==> src/rtl/mem_bank_be.sv <==
`default_nettype none
// ============================================================================
//  Module   : mem_bank_be
//  Brief    : Simple-dual-port RAM with byte enables, 1/2-cycle read latency,
//             selectable read-during-write behaviour and a hardware clear sweep.
//  Revision : 1.0 - initial release
// ============================================================================
module mem_bank_be #(
  parameter int DATA_WIDTH   = 32,
  parameter int ADDR_WIDTH   = 5,
  parameter int MEM_SIZE     = 32,
  parameter int READ_LATENCY = 1,
  parameter int RDW_MODE     = 0
) (
  input  logic                    clk,
  input  logic                    rst,
  input  logic                    clear_req,
  input  logic                    write_en,
  input  logic [DATA_WIDTH/8-1:0] byte_en,
  input  logic [ADDR_WIDTH-1:0]   write_address,
  input  logic [DATA_WIDTH-1:0]   data_in,
  input  logic                    read_en,
  input  logic [ADDR_WIDTH-1:0]   read_address,
  output logic [DATA_WIDTH-1:0]   data_out,
  output logic                    rd_valid,
  output logic                    init_done
);

  localparam int                    c_nb    = DATA_WIDTH / 8;
  localparam int                    c_idx_w = (MEM_SIZE > 1) ? $clog2(MEM_SIZE) : 1;
  localparam logic [ADDR_WIDTH:0]   c_size  = (ADDR_WIDTH + 1)'(MEM_SIZE);
  localparam logic [ADDR_WIDTH-1:0] c_last  = ADDR_WIDTH'(MEM_SIZE - 1);

  typedef enum logic [0:0] {
    ST_CLEAR = 1'b0,
    ST_READY = 1'b1
  } state_t;

  state_t                r_state;
  state_t                w_state_nxt;
  logic [ADDR_WIDTH-1:0] r_clr_cnt;
  logic [ADDR_WIDTH-1:0] w_clr_cnt_nxt;

  logic [DATA_WIDTH-1:0] r_mem [MEM_SIZE];

  logic                  w_ready;
  logic                  w_clearing;
  logic                  w_wr_in_range;
  logic                  w_rd_in_range;
  logic                  w_wr_acc;
  logic                  w_rd_acc;
  logic [c_idx_w-1:0]    w_widx;
  logic [c_idx_w-1:0]    w_ridx;
  logic [c_idx_w-1:0]    w_cidx;
  logic [DATA_WIDTH-1:0] w_rd_word;

  logic                  r_s1_vld;
  logic [DATA_WIDTH-1:0] r_s1_data;

  // ---------------------------------------------------------------- FSM
  always_ff @(posedge clk) begin
    if (rst) begin
      r_state   <= ST_CLEAR;
      r_clr_cnt <= '0;
    end else begin
      r_state   <= w_state_nxt;
      r_clr_cnt <= w_clr_cnt_nxt;
    end
  end

  always_comb begin
    w_state_nxt   = r_state;
    w_clr_cnt_nxt = r_clr_cnt;
    case (r_state)
      ST_CLEAR: begin
        if (r_clr_cnt == c_last) begin
          w_state_nxt   = ST_READY;
          w_clr_cnt_nxt = '0;
        end else begin
          w_clr_cnt_nxt = r_clr_cnt + ADDR_WIDTH'(1);
        end
      end
      ST_READY: begin
        if (clear_req) begin
          w_state_nxt   = ST_CLEAR;
          w_clr_cnt_nxt = '0;
        end
      end
      default: begin
        w_state_nxt   = ST_CLEAR;
        w_clr_cnt_nxt = '0;
      end
    endcase
  end

  assign w_ready    = (r_state == ST_READY);
  assign w_clearing = (r_state == ST_CLEAR);
  assign init_done  = w_ready;

  // ------------------------------------------------------- access decode
  assign w_wr_in_range = ({1'b0, write_address} < c_size);
  assign w_rd_in_range = ({1'b0, read_address} < c_size);
  assign w_wr_acc      = w_ready & write_en & w_wr_in_range;
  assign w_rd_acc      = w_ready & read_en;
  assign w_widx        = write_address[c_idx_w-1:0];
  assign w_ridx        = read_address[c_idx_w-1:0];
  assign w_cidx        = r_clr_cnt[c_idx_w-1:0];

  // The array itself has no reset; the sweep is what zeroes it.
  always_ff @(posedge clk) begin
    if (!rst) begin
      if (w_clearing) begin
        r_mem[w_cidx] <= '0;
      end else if (w_wr_acc) begin
        for (int i = 0; i < c_nb; i++) begin
          if (byte_en[i]) begin
            r_mem[w_widx][8*i +: 8] <= data_in[8*i +: 8];
          end
        end
      end
    end
  end

  // Same-address bypass forwards the enabled write bytes when RDW_MODE=1.
  always_comb begin
    w_rd_word = w_rd_in_range ? r_mem[w_ridx] : '0;
    if (RDW_MODE == 1 && w_wr_acc && (write_address == read_address)) begin
      for (int i = 0; i < c_nb; i++) begin
        if (byte_en[i]) begin
          w_rd_word[8*i +: 8] = data_in[8*i +: 8];
        end
      end
    end
  end

  // ------------------------------------------------------- read pipeline
  always_ff @(posedge clk) begin
    if (rst) begin
      r_s1_vld  <= 1'b0;
      r_s1_data <= '0;
    end else begin
      r_s1_vld <= w_rd_acc;
      if (w_rd_acc) begin
        r_s1_data <= w_rd_word;
      end
    end
  end

  generate
    if (READ_LATENCY == 2) begin : g_lat2
      logic                  r_s2_vld;
      logic [DATA_WIDTH-1:0] r_s2_data;

      always_ff @(posedge clk) begin
        if (rst) begin
          r_s2_vld  <= 1'b0;
          r_s2_data <= '0;
        end else begin
          r_s2_vld <= r_s1_vld;
          if (r_s1_vld) begin
            r_s2_data <= r_s1_data;
          end
        end
      end

      assign data_out = r_s2_data;
      assign rd_valid = r_s2_vld;
    end else begin : g_lat1
      assign data_out = r_s1_data;
      assign rd_valid = r_s1_vld;
    end
  endgenerate

endmodule
`default_nettype wire
==> config.mk <==
export PLATFORM = sky130hd
export DESIGN_NAME = mem_bank_be
export DESIGN_NICKNAME = d
export VERILOG_FILES = /design/src/rtl/mem_bank_be.sv
export SDC_FILE = /design/constraint.sdc
export NUM_CORES = 1
export LEC_CHECK = 0
export ABC_AREA = 1
export CAP_MARGIN = 30
export CORE_ASPECT_RATIO = 1.5
export CORE_MARGIN = 2
export CORE_UTILIZATION = 40
export DETAILED_ROUTE_END_ITERATION = 8
export SETUP_SLACK_MARGIN = 0.5
export SYNTH_ARGS = -nofsm -noshare
export SYNTH_HDL_FRONTEND = slang
export SYNTH_SLANG_ARGS = --single-unit
==> constraint.sdc <==
create_clock -name clk -period 3.3 [get_ports clk]
set_clock_uncertainty 0.2 [all_clocks]
set_input_delay 0.66 -clock clk [delete_from_list [all_inputs] [get_ports clk]]
set_output_delay 0.66 -clock clk [all_outputs]
set_load 0.05 [all_outputs]
==> results.json, run 1 <==
{
  "ff2ff_path_depth": 12,
  "multi_input_area_um2": 10800,
  "place.gp.congestion": 0.852,
  "synthCells": 3808,
  "drc": 0,
  "vias": 29100,
  "r2r_start": "init_done",
  "ys_types": 25,
  "finalHoldViolCount": 0,
  "setup_viol": 0,
  "grt_use_total_pct": 21.1,
  "cts_max_level": 3,
  "cts_buffers": 92,
  "hold_end": "r_clr_cnt[2]",
  "final_cell_mix": "1,327 x nand2_1, 1,024 x edfxtp_1, 833 x nand3_1, 192 x buf_4, 100 x nor3_1",
  "drv_cap": 0,
  "core-area_um2": 108000,
  "wl_per_cell_um": 21.7,
  "path_clk_slew_ns": 0.06,
  "critical_path_buf_inv_count": 1,
  "yosys_warnings": 0,
  "worstSkewPairLatency_ns": 0.69,
  "cp_top_family": "buffers and inverters",
  "cp_slowest_cell": "clkdlybuf4s50_1",
  "crit_path_start_kind": "register",
  "cp_max_fo": 2,
  "drt_wl_total_mm": 119,
  "power_density_nw_per_um2": 534,
  "arrival_ns": 1.86,
  "power.leakage_nw": 19.4,
  "grt-ovfl-total": 0,
  "vias_per_cell": 5.30,
  "clkSinkCount": 1063,
  "cp-end-kind": "output port",
  "crit_chain": "clkdlybuf4s50_1",
  "ant_nets": 0,
  "drtIter0Drc": 2478,
  "start_util_pct": 40.2,
  "layout-drive-gt1-share_pct": 12.2,
  "grt_max_degree": 131,
  "min_path_type": "register to register",
  "regArea_um2": 31500,
  "std_cell_rows": 148,
  "final_nets": 4039,
  "rsz0062_at_grt": "yes",
  "grt_pass1_vias": 28900,
  "dp_hpwl_mm": 72.3,
  "root_buffer": "clkbuf_16",
  "postCtsHoldBufs": 0,
  "die_h_um": 408,
  "dieArea_um2": 111000,
  "min_path_cells": 2,
  "syn_to_final_growth_pct": 17.5,
  "synth-seq-area-share_pct": 72.5,
  "slew_headroom_pct": 38.7,
  "syn_nets": 3861,
  "grt_antenna_before_repair": 1,
  "n_antenna_cell": 0,
  "status": "complete, no violations",
  "crit_path_start": "data_out[8]",
  "synth-seq-cells": 1063,
  "tightest_slew_ns": 0.920,
  "finalSetupTns_ns": 0,
  "finalCriticalPeriod_ns": 2.72,
  "io_buffers": 84,
  "syn_avg_cell_area_um2": 11.4,
  "clk_path_buf_depth": 3,
  "final_common_cell": "nand2_1",
  "tritoncts": "built",
  "fp.dieW_um": 273,
  "path_class": "register to output port",
  "drt-pass1-iter-count": 7,
  "nFillCells": 9830,
  "cp.required_ns": 2.44,
  "fmax_mhz": 368,
  "final_max_slew_viol_count": 0,
  "async_flop_share_pct": 0,
  "critPathMaxStageDelay_ns": 0.82,
  "syn_area_um2": 43500,
  "r2r_setup_slack_ns": 0.72,
  "rr_endpoint": "r_mem[8][5]",
  "total_power_mw": 27.3,
  "post-route-period-util_pct": 82.3,
  "ios": 85,
  "ys.flop_type": "edfxtp_1",
  "synth_edf_count": 1024,
  "post_cts_buffers": 0,
  "grt_pass1_wl_mm": 176,
  "hp-start": "r_clr_cnt[2]",
  "ir_drop_mv": 0.404
}
==> repair_timing <==
item | 4_1_cts | 5_1_grt
setup endpoints to repair | 1 | 64
hold endpoints to repair | 0 | 0
gates cloned | 0 | 0
gates resized for setup | 1 | 7
==> through the flow <==
stage                     hold WS, ns  setup WS [ns]  area [um^2]  instances  util (%)
after floorplan                 0.265          0.279        43700       3808         -
after global placement          0.293         -0.505        48000       5314      44.4
after detailed placement        0.308         -0.201        48000       5317      44.4
after CTS                       0.318          0.523        51100       5485      47.2
after global routing            0.330          0.498        51100       5485      47.3
final                           0.313          0.585        51100       5485      47.3
==> where the power goes <==
part           total (mW)  switching (mW)  internal, mW
clock network        11.1            4.78          6.29
logic                1.59            1.09         0.496
registers            14.7          0.0211          14.6
total                27.3            5.90          21.4
==> routing by layer <==
layer	vias up	part of all wire, %	global-route usage [%]	wire [um]
li1	13700	-	-	-
met1	14000	39	26.0	46600
met2	1088	50	36.8	59600
met3	259	6.3	3.28	7510
met4	0	4.2	9.05	5050
met5	-	0	0	0
==> logic make-up after synthesis <==
logic type | share of synthesized area (%)
flops | 72.5
buf+inv | 3.19
fa+ha+maj | 0.0575
simple gates | 23.2
compound gates | 1.05
xor+xnor | 0.0201
==> worst max path at each step <==
| stage | to | slack (ns) | cells after the start |
|---|---|---|---|
| 2_1_floorplan | r_mem[28][10] | 0.28 | 10 |
| 3_3_place_gp | r_mem[8][17] | -0.50 | 12 |
| 3_5_place_dp | r_mem[10][19] | -0.20 | 13 |
| 4_1_cts | data_out[7] | 0.52 | 1 |
| 5_1_grt | r_mem[8][0] | 0.50 | 13 |
| 6_report | data_out[8] | 0.58 | 1 |
==> area by class of cell <==
type / instances / area share, %
sequential: 1063 / 61.7
multi-input combinational: 2431 / 21.2
timing repair buffer: 347 / 7.26
clock buffer: 114 / 4.87
tap: 1425 / 3.49
clock inverter: 54 / 1.12
inverter: 51 / 0.409
==> synthesized netlist by cell type, types with 3 or more instances <==
library cell | n | area share [%]
a21oi_1 | 39 | 0.45
buf_1 | 31 | 0.27
buf_2 | 52 | 0.60
buf_4 | 3 | 0.052
buf_6 | 18 | 0.47
clkbuf_1 | 159 | 1.4
dfxtp_1 | 39 | 1.8
edfxtp_1 | 1024 | 71
inv_1 | 47 | 0.41
inv_2 | 3 | 0.026
nand2_1 | 1327 | 11
nand2_2 | 14 | 0.20
nand3_1 | 833 | 9.6
nor2_1 | 37 | 0.32
nor2_2 | 4 | 0.058
nor3_1 | 119 | 1.4
nor3_2 | 9 | 0.21
o21ai_0 | 36 | 0.41
o21ai_2 | 6 | 0.12
==> sequential cells by signal (all words and copies together) (netlist names) <==
signal and count:
r_mem 1024, rd_valid 1, init_done 1, r_clr_cnt 5
data_out 32
No activity file was read; power rests on OpenSTA's default activity.
==> run 2: changes to the inputs <==
clock period = 2.6 ns   (was 3.3 ns; I/O delays follow)
==> results.json, run 2 (synthesis results as in run 1) <==
{
  "status": "complete, no violations",
  "slew_headroom_pct": 65.8,
  "postCtsHoldBufs": 0,
  "grt_pass1_vias": 29100,
  "dp_hpwl_mm": 75.3,
  "rsz0062_at_grt": "yes",
  "die_h_um": 408,
  "tightest_slew_ns": 0.513,
  "path_class": "input port to register",
  "ios": 85,
  "fin_ws_ns": 0.273,
  "final_nets": 4097,
  "grt-ovfl-total": 0,
  "root_buffer": "clkbuf_16",
  "grt_max_degree": 87,
  "grt_pass1_wl_mm": 178,
  "drc": 0,
  "cp_slowest_cell": "clkdlybuf4s50_1",
  "ant_nets": 0,
  "clkSinkCount": 1063,
  "vias_per_cell": 5.26,
  "pwr-share-clk_pct": 40.7,
  "cts_max_level": 3,
  "grt_use_total_pct": 21.4,
  "dieArea_um2": 111000,
  "r2r_start": "init_done",
  "power_frac_seq_pct": 52.7,
  "power_density_nw_per_um2": 661,
  "drv_cap": 0,
  "r2r_setup_slack_ns": 0.29,
  "wl_per_cell_um": 21.8,
  "cp-end-kind": "register",
  "final_max_slew_viol_count": 0,
  "drt_wl_total_mm": 121,
  "drtIter0Drc": 2145,
  "ff2ff_path_depth": 11,
  "place.gp.congestion": 0.855,
  "crit_path_start_kind": "input port",
  "start_util_pct": 40.2,
  "post-route-period-util_pct": 89.5,
  "largest_reg_flops": 1024,
  "grt_antenna_before_repair": 1,
  "worstSetupPathDepth": 12,
  "p_sw_mw": 7.74,
  "min_path_cells": 3,
  "rr_endpoint": "r_mem[28][18]",
  "crit_path_start": "write_en",
  "arrival_ns": 2.52,
  "io_buffers": 84,
  "finalHoldViolCount": 0,
  "tritoncts": "built",
  "cp_max_fo": 8,
  "n_antenna_cell": 0,
  "dp_worst_setup_slack_ns": -0.538,
  "syn_to_final_growth_pct": 22.7,
  "drt-pass1-iter-count": 6,
  "layout-drive-gt1-share_pct": 17.1,
  "ir_drop_mv": 0.489,
  "power_frac_comb_pct": 6.6,
  "critPathMaxStageDelay_ns": 0.56,
  "vias": 29200,
  "cp_top_family": "buffers and inverters",
  "setup_viol": 0,
  "switching_share_pct": 21.9,
  "utilization_pct": 49.4,
  "cp.required_ns": 2.79,
  "fp.dieW_um": 273,
  "final_cell_mix": "1,322 x nand2_1, 1,024 x edfxtp_1, 833 x nand3_1, 116 x buf_4, 112 x buf_12",
  "p_int_mw": 27.6,
  "power.leakage_nw": 20.6,
  "core-area_um2": 108000,
  "min_path_type": "input port to register",
  "std_cell_rows": 148,
  "crit_chain": "clkdlybuf4s50_1 -> nand2_8 -> nor2_4 -> o21ai_2 -> nand2_4 -> buf_12 -> o21ai_4 -> nor2_4 -> nand2_4 -> buf_12 -> nor3_4 -> buf_6",
  "crit_path_end": "r_mem[28][18]",
  "clk_path_buf_depth": 3,
  "finalCriticalPeriod_ns": 2.33,
  "fmax_mhz": 430,
  "top_register": "r_mem",
  "critical_path_buf_inv_count": 4,
  "worstSkewPairLatency_ns": 0.68,
  "path_clk_slew_ns": 0.07,
  "final_common_cell": "nand2_1",
  "cts_buffers": 94
}
[run 2: cell count changes in the layout (fill, tap and decap cells not counted), moves of 34 or more]
cell	previous run	this run
buf_6	0	90
buf_2	2	36
buf_4	192	116
nor3_1	100	0
nor3_4	3	71
buf_12	72	112
[run 2: area by class of cell]
type                            count  area [um^2]
Clock inverter                     58          706
Fill cell                        9515        54700
Inverter                           51          209
Timing Repair Buffer              403         4840
Clock buffer                      112         2450
Sequential cell                  1063        31500
Tap cell                         1425         1780
Multi-Input combinational cell   2431        11900
[run 2: stage by stage]
stage	hold WS (ns)	setup TNS (ns)	std cells	power, mW	cell area, um^2
final	0.234	0	5543	35.3	53400
after floorplan	0.271	0	3808	20.2	44200
after CTS	0.174	0	5539	35.5	52700
after global routing	0.229	0	5543	36.3	53400
after global placement	0.305	-991.54	5367	21.2	49500
after detailed placement	0.313	-972.31	5367	21.2	49500
[run 2: timing repair]
item / 4_1_cts / 5_1_grt
cloned: 0 / 3
setup buffers: 2 / 1
gates resized for setup: 207 / 140
endpoints found under the setup margin: 2082 / 2049
pin swaps: 10 / 10
[run 2: tightest hold or removal path, stage by stage]
cell             delay [ns]
clkdlybuf4s50_1        0.40
nand2_1                0.10
nor2_1                 0.04
[run 2: how the worst min path moves through the flow]
stage                       from           end
floorplan           r_clr_cnt[0]  r_clr_cnt[0]
CTS                      read_en      rd_valid
global placement    r_clr_cnt[0]  r_clr_cnt[0]
detailed placement  r_clr_cnt[0]  r_clr_cnt[0]
global route           clear_req     init_done
finish                   read_en      rd_valid
[run 2: power by group through the flow]
stage                     logic, mW  clock network (mW)  registers (mW)
after floorplan                1.22                   0            19.0
after global placement         2.21                   0            19.0
after detailed placement       2.22                   0            19.0
after CTS                      2.25                14.6            18.6
after global routing           2.48                15.2            18.6
final                          2.31                14.4            18.6
[run 2: per-layer routing]
metal  part of all wire, %  GRT usage (%)
met5                     0              0
met1                    38           25.3
met2                    52           38.7
met3                   5.1           2.73
met4                   4.3           9.34
